### config.mk
export PLATFORM = sky130hd
export DESIGN_NAME = mem_access_unit
export DESIGN_NICKNAME = d
export VERILOG_FILES = /design/src/rtl/mem_access_unit_pkg.sv /design/src/rtl/mem_access_unit_load_formatter.sv /design/src/rtl/mem_access_unit.sv
export SDC_FILE = /design/constraint.sdc
export NUM_CORES = 1
export LEC_CHECK = 0
export ABC_CLOCK_PERIOD_IN_PS = 1680
export CORE_ASPECT_RATIO = 0.7
export CORE_MARGIN = 5
export CORE_UTILIZATION = 40
export DETAILED_ROUTE_END_ITERATION = 16
export GPL_TIMING_DRIVEN = 0
export HOLD_SLACK_MARGIN = 0.08
export PLACE_DENSITY = 0.86
export SLEW_MARGIN = 40
export SYNTH_ARGS = -nofsm -noshare
export SYNTH_HDL_FRONTEND = slang
export SYNTH_SLANG_ARGS = --single-unit
### constraint.sdc
create_clock -name clk -period 1.68 [get_ports clk]
set_input_delay 0.252 -clock clk [delete_from_list [all_inputs] [get_ports clk]]
set_output_delay 0.252 -clock clk [all_outputs]
set_load 0.005 [all_outputs]
### src/rtl/mem_access_unit_pkg.sv
`default_nettype none
// ============================================================================
// Module   : mem_access_unit_pkg
// Purpose  : Shared encodings for the load/store engine. Defines the func3
//            size/sign codes (MEM_MODE_*), the FSM state codes (MEM_STATE_*)
//            and small request-decode helpers.
// Revision : 1.0 - initial release
// ============================================================================
package mem_access_unit_pkg;

  localparam logic [2:0] MEM_MODE_B  = 3'b000;
  localparam logic [2:0] MEM_MODE_H  = 3'b001;
  localparam logic [2:0] MEM_MODE_W  = 3'b010;
  localparam logic [2:0] MEM_MODE_BU = 3'b100;
  localparam logic [2:0] MEM_MODE_HU = 3'b101;

  localparam logic [2:0] MEM_STATE_IDLE = 3'd0;
  localparam logic [2:0] MEM_STATE_REQ0 = 3'd1;
  localparam logic [2:0] MEM_STATE_RSP0 = 3'd2;
  localparam logic [2:0] MEM_STATE_REQ1 = 3'd3;
  localparam logic [2:0] MEM_STATE_RSP1 = 3'd4;
  localparam logic [2:0] MEM_STATE_DONE = 3'd5;

  typedef enum logic [2:0] {
    ST_IDLE = MEM_STATE_IDLE,
    ST_REQ0 = MEM_STATE_REQ0,
    ST_RSP0 = MEM_STATE_RSP0,
    ST_REQ1 = MEM_STATE_REQ1,
    ST_RSP1 = MEM_STATE_RSP1,
    ST_DONE = MEM_STATE_DONE
  } state_e;

  // Byte-lane mask of an access before it is shifted to its offset.
  function automatic logic [3:0] f_size_mask(input logic [2:0] mode);
    case (mode)
      MEM_MODE_B, MEM_MODE_BU: f_size_mask = 4'b0001;
      MEM_MODE_H, MEM_MODE_HU: f_size_mask = 4'b0011;
      MEM_MODE_W:              f_size_mask = 4'b1111;
      default:                 f_size_mask = 4'b0000;
    endcase
  endfunction

  // Undefined func3 codes, and unsigned variants used with a store.
  function automatic logic f_mode_illegal(input logic [2:0] mode, input logic we);
    case (mode)
      3'b011, 3'b110, 3'b111:  f_mode_illegal = 1'b1;
      MEM_MODE_BU, MEM_MODE_HU: f_mode_illegal = we;
      default:                 f_mode_illegal = 1'b0;
    endcase
  endfunction

  // Expand a 4-bit byte enable into a 32-bit data mask.
  function automatic logic [31:0] f_lane_mask(input logic [3:0] be);
    f_lane_mask = {{8{be[3]}}, {8{be[2]}}, {8{be[1]}}, {8{be[0]}}};
  endfunction

endpackage
`default_nettype wire

### src/rtl/mem_access_unit_load_formatter.sv
`default_nettype none
// ============================================================================
// Module   : mem_access_unit_load_formatter
// Purpose  : Combinational load result formatting. Bytes are taken little-
//            endian starting at lane 'offset' of word0 and continuing into
//            word1, right-aligned, then sign- or zero-extended by mode.
// Revision : 1.0 - initial release
// ============================================================================
module mem_access_unit_load_formatter
  import mem_access_unit_pkg::*;
(
  input  logic [31:0] word0_i,
  input  logic [31:0] word1_i,
  input  logic [1:0]  offset_i,
  input  logic [2:0]  mode_i,
  output logic [31:0] read_data_o
);

  logic [63:0] shifted;
  logic        unused_bits;

  assign shifted     = {word1_i, word0_i} >> {offset_i, 3'b000};
  assign unused_bits = ^shifted[63:32];

  // Extend the right-aligned bytes according to the access size and sign.
  always_comb begin
    read_data_o = '0;
    case (mode_i)
      MEM_MODE_B:  read_data_o = {{24{shifted[7]}}, shifted[7:0]};
      MEM_MODE_H:  read_data_o = {{16{shifted[15]}}, shifted[15:0]};
      MEM_MODE_W:  read_data_o = shifted[31:0];
      MEM_MODE_BU: read_data_o = {24'h0, shifted[7:0]};
      MEM_MODE_HU: read_data_o = {16'h0, shifted[15:0]};
      default:     read_data_o = '0;
    endcase
  end

endmodule
`default_nettype wire

### src/rtl/mem_access_unit.sv
`default_nettype none
// ============================================================================
// Module   : mem_access_unit
// Purpose  : Multi-cycle RISC-V load/store engine in front of a single-port
//            synchronous word SRAM. Converts byte-addressed B/H/W requests
//            into word accesses with byte enables and formats load results.
//            Optional macro MISALIGNED_SPLIT_EN: accept misaligned accesses,
//            splitting word-crossing ones into two SRAM accesses. Without it
//            every misaligned request is rejected.
// Revision : 1.0 - initial release
// ============================================================================
module mem_access_unit
  import mem_access_unit_pkg::*;
#(
  parameter int ADDR_W = 12
) (
  input  logic              clk,
  input  logic              rst,
  input  logic              start,
  input  logic [31:0]       address,
  input  logic [2:0]        mode,
  input  logic              write_enable,
  input  logic [31:0]       write_data,
  output logic              done,
  output logic [31:0]       read_data,
  output logic              active,
  output logic              err,
  output logic              mem_en,
  output logic              mem_we,
  output logic [3:0]        mem_be,
  output logic [ADDR_W-1:0] mem_addr,
  output logic [31:0]       mem_wdata,
  input  logic [31:0]       mem_rdata
);

  state_e            state_q, state_d;
  logic [ADDR_W+1:0] addr_q;
  logic [2:0]        mode_q;
  logic              we_q;
  logic [31:0]       wdata_q;
  logic              err_q;
  logic [31:0]       read_data_q;

  logic [7:0]        req_win;
  logic              req_reject;
  logic [7:0]        be_win;
  logic [63:0]       data_win;
  logic [ADDR_W-1:0] word0_addr;
  logic [31:0]       fmt_word0;
  logic [31:0]       fmt_data;
  logic              unused_bits;

  // Lane window of the incoming request: bits [7:4] are lanes of word1.
  assign req_win = {4'b0000, f_size_mask(mode)} << address[1:0];

`ifdef MISALIGNED_SPLIT_EN
  logic              cross_q;
  logic [31:0]       word0_q;
  logic              req_cross;
  logic [ADDR_W-1:0] word1_addr;

  assign req_cross   = |req_win[7:4];
  assign req_reject  = f_mode_illegal(mode, write_enable);
  assign word1_addr  = word0_addr + {{(ADDR_W-1){1'b0}}, 1'b1};
  assign fmt_word0   = (state_q == ST_RSP1) ? word0_q : mem_rdata;
  assign unused_bits = ^address[31:ADDR_W+2];
`else
  logic req_misal;

  assign req_misal   = ((mode[1:0] == 2'b01) && address[0]) ||
                       ((mode == MEM_MODE_W) && (address[1:0] != 2'b00));
  assign req_reject  = f_mode_illegal(mode, write_enable) || req_misal;
  assign fmt_word0   = mem_rdata;
  assign unused_bits = ^{address[31:ADDR_W+2], be_win[7:4], data_win[63:32]};
`endif

  // Lane-shifted enables and data of the latched store.
  assign be_win     = {4'b0000, f_size_mask(mode_q)} << addr_q[1:0];
  assign data_win   = {32'h0, wdata_q} << {addr_q[1:0], 3'b000};
  assign word0_addr = addr_q[ADDR_W+1:2];

  mem_access_unit_load_formatter u_fmt (
    .word0_i     (fmt_word0),
    .word1_i     (mem_rdata),
    .offset_i    (addr_q[1:0]),
    .mode_i      (mode_q),
    .read_data_o (fmt_data)
  );

  assign done      = (state_q == ST_DONE);
  assign err       = done && err_q;
  assign read_data = read_data_q;
  assign active    = ((state_q == ST_IDLE) && start) ||
                     (state_q inside {ST_REQ0, ST_RSP0, ST_REQ1, ST_RSP1});

  // State register; reset abandons any access in flight.
  always_ff @(posedge clk or negedge rst) begin
    if (!rst) state_q <= ST_IDLE;
    else      state_q <= state_d;
  end

  // Next-state sequencing.
  always_comb begin
    state_d = state_q;
    case (state_q)
      ST_IDLE: if (start) state_d = req_reject ? ST_DONE : ST_REQ0;
      ST_REQ0: state_d = ST_RSP0;
`ifdef MISALIGNED_SPLIT_EN
      ST_RSP0: state_d = cross_q ? ST_REQ1 : ST_DONE;
      ST_REQ1: state_d = ST_RSP1;
      ST_RSP1: state_d = ST_DONE;
`else
      ST_RSP0: state_d = ST_DONE;
`endif
      ST_DONE: state_d = ST_IDLE;
      default: state_d = ST_IDLE;
    endcase
  end

  // SRAM strobes; store enables/data only on write cycles.
  always_comb begin
    mem_en    = 1'b0;
    mem_we    = 1'b0;
    mem_be    = 4'b0000;
    mem_addr  = '0;
    mem_wdata = '0;
    case (state_q)
      ST_REQ0: begin
        mem_en   = 1'b1;
        mem_we   = we_q;
        mem_addr = word0_addr;
        if (we_q) begin
          mem_be    = be_win[3:0];
          mem_wdata = data_win[31:0] & f_lane_mask(be_win[3:0]);
        end
      end
`ifdef MISALIGNED_SPLIT_EN
      ST_REQ1: begin
        mem_en   = 1'b1;
        mem_we   = we_q;
        mem_addr = word1_addr;
        if (we_q) begin
          mem_be    = be_win[7:4];
          mem_wdata = data_win[63:32] & f_lane_mask(be_win[7:4]);
        end
      end
`endif
      default: ;
    endcase
  end

  // Request latch and load result capture.
  always_ff @(posedge clk or negedge rst) begin
    if (!rst) begin
      addr_q      <= '0;
      mode_q      <= '0;
      we_q        <= 1'b0;
      wdata_q     <= '0;
      err_q       <= 1'b0;
      read_data_q <= '0;
`ifdef MISALIGNED_SPLIT_EN
      cross_q     <= 1'b0;
      word0_q     <= '0;
`endif
    end else begin
      case (state_q)
        ST_IDLE: begin
          if (start) begin
            addr_q  <= address[ADDR_W+1:0];
            mode_q  <= mode;
            we_q    <= write_enable;
            wdata_q <= write_data;
            err_q   <= req_reject;
`ifdef MISALIGNED_SPLIT_EN
            cross_q <= req_cross;
`endif
            if (req_reject) read_data_q <= '0;
          end
        end
        ST_RSP0: begin
`ifdef MISALIGNED_SPLIT_EN
          word0_q <= mem_rdata;
          if (!cross_q) read_data_q <= we_q ? 32'h0 : fmt_data;
`else
          read_data_q <= we_q ? 32'h0 : fmt_data;
`endif
        end
`ifdef MISALIGNED_SPLIT_EN
        ST_RSP1: read_data_q <= we_q ? 32'h0 : fmt_data;
`endif
        default: ;
      endcase
    end
  end

endmodule
`default_nettype wire

# Yosys cells after proc, flatten, opt, wreduce, memory -nomap -nowiden
# Index checks and enable logic that the tools add are counted.
[op_classes]
add_sub_neg = 0
n_mul = 0
div = 0
magnitude_cmp = 0
n_eq_ne = 18
n_shift = 3
muxes = 17
bitwise_logic = 1
n_reduce_logical = 18
[ops]
columns = ["op", "count"]
rows = [
  ["two-way mux 32 bit", 5],
  ["case mux 32 bit (5 select lines)", 1],
  ["case mux 32 bit (2 select lines)", 1],
  ["right shift 64 x 5 -> 32 bit", 1],
  ["bitwise AND 32 bit", 1],
  ["<< shifter 32 x 5 -> 32 bit", 1],
  ["== test 3 bit (second input constant)", 8],
  ["== test 3 x 2 -> 1 bit (second input constant)", 5],
  ["two-way mux 12 bit", 1],
  ["case mux 4 bit (3 select lines)", 1],
  ["case mux 3 bit (3 select lines)", 1],
  ["two-way mux 4 bit", 2],
  ["== test 3 x 1 -> 1 bit (second input constant)", 2],
  ["zero test 3 bit", 2],
  ["two-way mux 3 bit", 2],
  ["OR reduction 2 bit", 3],
  ["logical AND 1 bit", 4],
  ["!= test 2 bit (second input constant)", 2],
  ["nonzero test 2 bit", 2],
  ["nonzero test 4 bit", 1],
  ["<< shifter 4 x 2 -> 4 bit", 1],
  ["logical OR 1 bit", 3],
  ["AND reduction 3 bit", 1],
  ["OR reduction 3 bit", 1],
  ["4 further kinds", 5],
]
[totals]
reg_bits = 86
latch_bits = 0
ram_bits = 0
romBits = 0
input_bits = 103
output_inout_bits = 85
word_cells = 64
memories = 0

# Depth between registers and ports, before layout
# Gate-level depths: netlist of the first run.
[depth]
ltp_word = 7
ltp_mapped = 7
ltp_nobuf = 4

# By module
# From an unflattened synthesis of the first run, not the netlist that was laid out.
[hier_totals]
hier_cells = 430
hier_area_um2 = 5223.8
[modules_own_cells]
columns = ["module", "instances", "cells_each", "area_per_inst_um2", "seq_area_each_um2"]
rows = [
  ["mem_access_unit", 1, 315, 4003.8, 2152.1],
  ["mem_access_unit_load_formatter", 1, 115, 1219.9, 0.0],
]

# Worst setup path after synthesis of the first run
# No wires, ideal clock.
[synth_timing]
kind = "register -> output"
startpoint = "reg mode_q[0]"
endpoint = "out mem_wdata[24]"
arrival_ns = 1.586
required_ns = 1.428
setup_slack_ns = -0.158
stages_incl_launch_ff = 7
n_path_buf = 2
path_cell_list = "dfrtp_1 -> buf_6 -> nor3b_1 -> a21oi_1 -> or2_2 -> clkbuf_1 -> a211oi_1"
[synth_via]
elab_chain_len = 7
word_cells_on_any_way = 12
classes_between = "eq/ne (4); shift (1); mux (3); bitwise (1); reduce/logical (3)"
[synth_lines]
columns = ["item", "line", "source"]
rows = [
  ["start, declared", "mem_access_unit.sv:38", "logic [2:0] mode_q;"],
  ["start signal, assigned", "mem_access_unit.sv:170", "mode_q <= mode;"],
  ["== test 3 x 1 -> 1 bit, or another cell as far along", "mem_access_unit_pkg.sv:35", "case (mode)"],
  ["OR reduction 2 bit", "mem_access_unit_pkg.sv:35", ""],
  ["case mux 4 bit (3 select lines) (*)", "mem_access_unit_pkg.sv:35", ""],
  ["<< shifter 4 x 2 -> 4 bit (*)", "mem_access_unit.sv:78", "assign be_win = {4'b0000, f_size_mask(mode_q)} << addr_q[1:0];"],
  ["bitwise AND 32 bit (*)", "mem_access_unit.sv:134", "mem_wdata = data_win[31:0] & f_lane_mask(be_win[3:0]);"],
  ["two-way mux 32 bit (*)", "mem_access_unit.sv:132", "if (we_q) begin"],
  ["two-way mux 32 bit (*)", "mem_access_unit.sv:127", "case (state_q)"],
  ["end, declared", "mem_access_unit.sv:32", "output logic [31:0] mem_wdata,"],
]
# Mark *: on every way between the ends. The rest lies on a longest branch, timed or not.

# Worst setup path in the final report of the first run
[layout_timing]
startpoint = "reg mode_q[0]"
endpoint = "out mem_wdata[8]"
# Same word-level chain as after synthesis.

==> results of run 1 <==
Yosys cell counts:
| library cell | number | area, µm² |
|---|---|---|
| sky130_fd_sc_hd__or2_2 | 1 | 6.260 |
| sky130_fd_sc_hd__a22oi_1 | 16 | 120.1 |
| sky130_fd_sc_hd__nor4b_1 | 1 | 8.760 |
| sky130_fd_sc_hd__buf_2 | 11 | 55.05 |
| sky130_fd_sc_hd__nor4_4 | 1 | 21.27 |
| sky130_fd_sc_hd__or4b_4 | 1 | 13.76 |
| sky130_fd_sc_hd__nor4_1 | 1 | 6.260 |
| sky130_fd_sc_hd__a211o_1 | 12 | 105.1 |
| sky130_fd_sc_hd__o21ba_2 | 1 | 10.01 |
| sky130_fd_sc_hd__o21ai_1 | 2 | 10.01 |
| sky130_fd_sc_hd__o2111ai_1 | 1 | 8.760 |
| sky130_fd_sc_hd__nor3_2 | 1 | 10.01 |
| sky130_fd_sc_hd__and2_1 | 21 | 131.4 |
| sky130_fd_sc_hd__dfrtp_1 | 86 | 2152 |
| sky130_fd_sc_hd__nand2_1 | 3 | 11.26 |
| sky130_fd_sc_hd__nand2b_1 | 1 | 6.260 |
| sky130_fd_sc_hd__a211o_2 | 13 | 130.1 |
| sky130_fd_sc_hd__mux2i_1 | 29 | 290.3 |
| sky130_fd_sc_hd__nor3_1 | 9 | 45.04 |
| sky130_fd_sc_hd__or4_4 | 1 | 11.26 |
| sky130_fd_sc_hd__buf_6 | 3 | 33.78 |
| sky130_fd_sc_hd__o21ai_0 | 2 | 10.01 |
| sky130_fd_sc_hd__nor3b_1 | 2 | 15.01 |
| sky130_fd_sc_hd__inv_2 | 1 | 3.750 |
| sky130_fd_sc_hd__mux2_2 | 82 | 923.4 |
| sky130_fd_sc_hd__and3b_1 | 1 | 8.760 |
| sky130_fd_sc_hd__nor2b_1 | 9 | 56.30 |
| sky130_fd_sc_hd__o2bb2ai_1 | 8 | 70.07 |
| sky130_fd_sc_hd__and4bb_2 | 1 | 12.51 |
| sky130_fd_sc_hd__a21oi_1 | 9 | 45.04 |
| sky130_fd_sc_hd__a221oi_1 | 1 | 8.760 |
| sky130_fd_sc_hd__buf_1 | 4 | 15.01 |
| sky130_fd_sc_hd__mux4_2 | 1 | 22.52 |
| sky130_fd_sc_hd__a211oi_1 | 17 | 127.6 |
| sky130_fd_sc_hd__nor3b_2 | 1 | 12.51 |
| sky130_fd_sc_hd__nor2_1 | 61 | 229.0 |
| sky130_fd_sc_hd__nor2_4 | 1 | 11.26 |
| sky130_fd_sc_hd__nor4b_2 | 2 | 30.03 |
| sky130_fd_sc_hd__clkbuf_1 | 16 | 60.06 |
| sky130_fd_sc_hd__inv_1 | 5 | 18.77 |
critical path, stage by stage, from the launching register on:
cell,delay (ns)
sky130_fd_sc_hd__dfrtp_1,0.39
sky130_fd_sc_hd__buf_6,0.14
sky130_fd_sc_hd__nor3b_4,0.28
sky130_fd_sc_hd__buf_4,0.17
sky130_fd_sc_hd__buf_6,0.11
sky130_fd_sc_hd__o2111ai_4,0.18
sky130_fd_sc_hd__buf_6,0.20
sky130_fd_sc_hd__nor2_4,0.09
sky130_fd_sc_hd__buf_2,0.12
worst paths after layout:
kind | from | endpoint | cells after the start
max | mode_q[0] | mem_wdata[8] | 8
max reg2reg | state_q[2] | read_data[15] | 6
min reg2reg | read_data[11] | read_data[11] | 1
min | rst | read_data[21] | 2
max in group asynchronous | rst | addr_q[9] | 3
min in group clk | read_data[11] | read_data[11] | 1
per-stage QoR:
step / setup WS [ns] / hold WS [ns] / total power [µW]
4_1_cts: -0.5713 / 0.4178 / 13740
2_1_floorplan: -0.1198 / -0.04359 / 7462
3_5_place_dp: -1.060 / 0.2066 / 9990
3_3_place_gp: -2.726 / 0.4730 / 9766
5_1_grt: -0.6295 / 0.4498 / 15650
6_report: -0.5902 / 0.4046 / 14920
power by group:
group,internal (µW),switching (µW)
clock,1170,773
combinational,5010,4020
sequential,3080,876
total,9260,5670
logic make-up (layout without fill, tap and decap cells):
| logic type | count (synthesis) | count (layout) | synth area share (%) |
|---|---|---|---|
| simple gates | 119 | 119 | 13.29 |
| mux | 112 | 112 | 25.40 |
| flops | 86 | 86 | 44.22 |
| compound gates | 82 | 84 | 13.26 |
| buf+inv | 40 | 291 | 3.830 |
state kept, by name (all words and copies together) (netlist names):
| name | flops |
|---|---|
| state_q | 3 |
| read_data | 32 |
| mode_q | 3 |
| wdata_q | 32 |
| we_q | 1 |
| addr_q | 14 |
| err_q | 1 |
per-layer routing:
layer	GRT usage (%)	vias to the layer above	share of wire, %
li1	-	2118	-
met1	34.08	2371	43
met2	38.42	240	47
met3	6.642	30	8.9
met4	8.186	0	1.7
met5	0	-	0
cell type report:
type	instances	area share (%)
clock buffers	11	2.910
multi-input cells	315	36.11
plain buffers	28	3.510
flip-flops and latches	86	25.86
inverters	6	0.3000
repair buffers	244	28.53
well taps	157	2.355
clock inverters	2	0.4200
timing repair:
| item | CTS | global route |
|---|---|---|
| hold buffers | 1 | 0 |
| pin swaps | 46 | 23 |
| setup endpoints to repair | 137 | 136 |
| hold endpoints to repair | 42 | 0 |
| gates cloned | 4 | 3 |
| setup buffers | 44 | 29 |
| resized for setup | 381 | 68 |
==> flow_summary.ini, run 1 <==
[timing]
setup_repair_after_global_routing_missed_its_margin = true
clock.fmax_mhz = 440.5
min_period_over_period_pct = 135.1
final_period_minus_worst_setup_slack_ns = 2.270
tightest_slew_ns = 0.5118
final_hold_vios = 0
fin_ws_ns = -0.5902
count_of_final_setup_violators = 131
slew_headroom_pct = 65.74
slew_violations = 0
setup_total_neg_slack_ns = -35.32
skew_ns = 0.004115

[place]
dp_hpwl_mm = 12.18
place.gp.congestion = 0.8962
numPortBuffers = 169
placed_area_um2 = 6849
dpl.cell_count = 766

[routing]
routedWlPerCell_um = 22.25
routed-via-count = 4759
drtIter0Drc = 384
drt-pass1-iter-count = 5
final_routed_drc_violation_total = 0
final_ant_viol_nets = 0
avgViaCountPerCell = 5.605
finalWirelength_mm = 18.89

[global_routing]
pin_count_of_the_biggest_net_entering_global_routing = 45
first_global_vias = 4873
grt_antenna_before_repair = 0
track_usage_pct = 24.81
wire_length_of_the_first_global_routing_pass_mm = 27.47
gr-total-overflow = 0

[setup_path]
rrSetupSlack_ns = -0.39
timing.critical_path.fanout_max = 6
criticalPathCategory = register to output port
critPathArrivalTime_ns = 2.02
startpoint_type = register
endpoint_kind = output port
worst_ep_required_time_ns = 1.43

[yosys]
postSynthAreaPerCell_um2 = 11.09
syn_inst = 439
synth.ff_latch_count = 86
yosys.cell_types.count = 40
sequential_fraction_of_the_synthesis_area_pct = 44.22
synthesis.yosys.warnings = 0
syn-num-nets = 542
syn-cell-area_um2 = 4867

[floorplanning]
die_area_um2 = 14510
num_rows = 33
die-width_um = 141.8
die_y_um = 102.3
floorplan.core_area_um2 = 11810
start_util_pct = 41.22
ios = 188

[layout]
layout-area-overhead-vs-synth_pct = 71.36
fin_cells = 849
finish.utilization_pct = 70.63
multiInputGateArea_um2 = 3012
fillers = 829
layout.cells.most_common = sky130_fd_sc_hd__clkdlybuf4s50_1
layout.cells.most_common_list = sky130_fd_sc_hd__clkdlybuf4s50_1 (115), sky130_fd_sc_hd__dfrtp_1 (82), sky130_fd_sc_hd__mux2_2 (81)
layout.area.seq_um2 = 2157
diodes = 0
finalInstanceArea_um2 = 8341
layout-drive-gt1-share_pct = 51.30
nets = 793

[clock_tree]
tritoncts.num_buffers = 9
clkLatencyLatePin_ns = 0.34
clk_path_buf_depth = 2
cts_tree = built
clk_pin_slew_worst_paths_ns = 0.06
cts_sinks = 86
root_buffer = sky130_fd_sc_hd__clkbuf_16
clock_tree.htree_level_count = 3

[job]
drv_cap = 0

[run_status]
outcome = complete, but fails checks
failed_checks = setup timing

[worst_hold_path]
worst_hold_path_type = input port to asynchronous set/reset pin

[pwr]
vdd.ir_drop.worst_uv = 823.7
power_leakage_uw = 0.003711
power_per_cell_area_nw_per_um2 = 1789
No activity file was read; power rests on OpenSTA's default activity.
==> inputs of run 2 (changes only) <==
CORE_UTILIZATION = 25   (was 40)
CTS_BUF_LIST = sky130_fd_sc_hd__clkbuf_4   (was default)
CTS_CLUSTER_SIZE = 40   (was default)
PLACE_DENSITY = 0.61   (was 0.86)
==> flow_summary.ini, run 2 (synthesis gave the netlist of run 1 again) <==
[run_status]
outcome = complete, but fails checks
failed_checks = setup timing

[routing]
final_routed_drc_violation_total = 0
drtIter0Drc = 288
routed-via-count = 4646
avgViaCountPerCell = 4.815
final_ant_viol_nets = 0
routedWlPerCell_um = 20.52
finalWirelength_mm = 19.80
drt-pass1-iter-count = 4

[setup_path]
critical_path.top_delay_family = buffers and inverters
endpoint_kind = output port
criticalPathCategory = register to output port
timing.critical_path.fanout_max = 5
worst_ep_required_time_ns = 1.43
critical-path-max-stage-delay_ns = 0.42
cp_dominant_cell_by_count = sky130_fd_sc_hd__buf_6
ordered_cell_list_for_the_critical_path = buf_6, nor3b_4, buf_4, a211oi_4, a211o_4, buf_6, nor2_4, buf_2
critPathArrivalTime_ns = 2.17
startpoint_type = register
timing.critical_path.buf_inv = 4
timing.critical_path.slowest_stage_cell = sky130_fd_sc_hd__dfrtp_1

[layout]
layout.cells.most_common_list = sky130_fd_sc_hd__clkdlybuf4s50_1 (93), sky130_fd_sc_hd__dfrtp_1 (82), sky130_fd_sc_hd__buf_6 (67)
layout-drive-gt1-share_pct = 50.86
nets = 798
finalInstanceArea_um2 = 8512
fillers = 1783
multiInputGateArea_um2 = 3078
layout.cells.most_common = sky130_fd_sc_hd__clkdlybuf4s50_1
layout.area.seq_um2 = 2157
layout-area-overhead-vs-synth_pct = 74.88
fin_cells = 965

[pwr]
comb_power_share_pct = 64.6
switching_power_uw = 5615
p_clk_share_pct = 8.4
swShare_pct = 39.09
power_per_cell_area_nw_per_um2 = 1687
power.sequential.fraction_pct = 27.0
vdd.ir_drop.worst_uv = 544.2
power.internal_uw = 8749
power_leakage_uw = 0.004174

[floorplanning]
die-width_um = 176.8
floorplan.core_area_um2 = 19020
die_area_um2 = 22400
num_rows = 42
ios = 188
start_util_pct = 25.59
die_y_um = 126.7

[timing]
min_period_over_period_pct = 143.9
hold-worst-slack_ns = 0.2511
final_hold_vios = 0
count_of_final_setup_violators = 136
clock.fmax_mhz = 413.5
skew_ns = 0.01596
final_period_minus_worst_setup_slack_ns = 2.418
fin_ws_ns = -0.7383
setup_repair_after_global_routing_missed_its_margin = true
tightest_slew_ns = 0.5498
slew_violations = 0
slew_headroom_pct = 62.30

[place]
numPortBuffers = 169
place.gp.congestion = 0.8657
dpl.cell_count = 873
placed_area_um2 = 6999
dp_hpwl_mm = 13.31

[job]
drv_cap = 0

[global_routing]
grt_antenna_before_repair = 4
track_usage_pct = 17.07
pin_count_of_the_biggest_net_entering_global_routing = 51
wire_length_of_the_first_global_routing_pass_mm = 29.35
gr-total-overflow = 0
first_global_vias = 4788

[clock_tree]
tritoncts.num_buffers = 9
clock_tree.htree_level_count = 3
cts_sinks = 86
clk_path_buf_depth = 2
clkLatencyLatePin_ns = 0.47
cts_tree = built
root_buffer = sky130_fd_sc_hd__clkbuf_4
clk_pin_slew_worst_paths_ns = 0.13

[worst_hold_path]
worst_hold_path_type = input port to asynchronous set/reset pin
## run 2: routing by layer
| layer | vias up | part of all wire [%] | GRT usage (%) |
|---|---|---|---|
| li1 | 2122 | - | - |
| met1 | 2352 | 46 | 23.69 |
| met2 | 149 | 45 | 25.64 |
| met3 | 17 | 8.2 | 6.722 |
| met4 | 6 | 0.82 | 2.910 |
| met5 | - | 0.14 | 0 |
## run 2: what timing repair did
item                                   in CTS  in global routing
pin swaps                                  39                 13
endpoints found under the hold margin      86                  0
setup endpoints to repair                 136                162
hold buffers                                1                  0
resized for setup                         401                106
gates cloned                                6                  2
setup buffers                              51                 28
## run 2: worst paths after layout
check	cells past startpoint	slack (ns)	start	to
worst max-delay path	8	-0.74	mode_q[0]	mem_wdata[21]
worst max register to register	7	-0.56	mode_q[2]	read_data[30]
min in group clk	3	0.37	address[1]	addr_q[1]
worst min-delay path	2	0.25	rst	addr_q[6]
worst min register to register	1	0.50	read_data[13]	read_data[13]
max in group asynchronous	3	0.84	rst	read_data[19]
## run 2: worst reg2reg max path: cells and delay by family, from the launching register on
family / cells / cell delay (ns)
simple gates: 2 / 0.63
compound gates: 2 / 0.30
buf+inv: 3 / 0.76
flops: 1 / 0.49
## run 2: layout make-up
cell class / count / share of cell area, %
multi-input combinational: 316 / 36.16
buffer: 26 / 3.072
clock inverter: 5 / 0.5880
inverter: 6 / 0.3234
timing repair buffer: 250 / 29.63
tap: 264 / 3.881
antenna: 1 / 0.02940
sequential: 86 / 25.34
clock buffer: 11 / 0.9702
## run 2: through the flow
stage,power [µW],util (%),setup TNS [ns],setup WS (ns)
after global routing,15180,44.74,-59.48,-0.8252
after floorplan,7462,-,-2.738,-0.1198
after global placement,9964,36.56,-339.03,-2.845
after CTS,13680,42.52,-54.44,-0.8165
after detailed placement,10150,36.79,-85.91,-1.156
final,14360,44.74,-47.98,-0.7383
## run 2: power groups by stage
stage,Combinational [µW],Sequential (µW),Clock (µW)
floorplan,3830,3630,0
global placement,6170,3790,0
detailed placement,6300,3860,0
CTS,8580,3850,1260
global route,9850,3980,1350
finish,9280,3870,1210
==> inputs of run 3 (changes only) <==
CTS_CLUSTER_DIAMETER = 30   (was default)
==> results of run 3 <==
The final DEF is identical to that of run 2; final timing and power are the same.
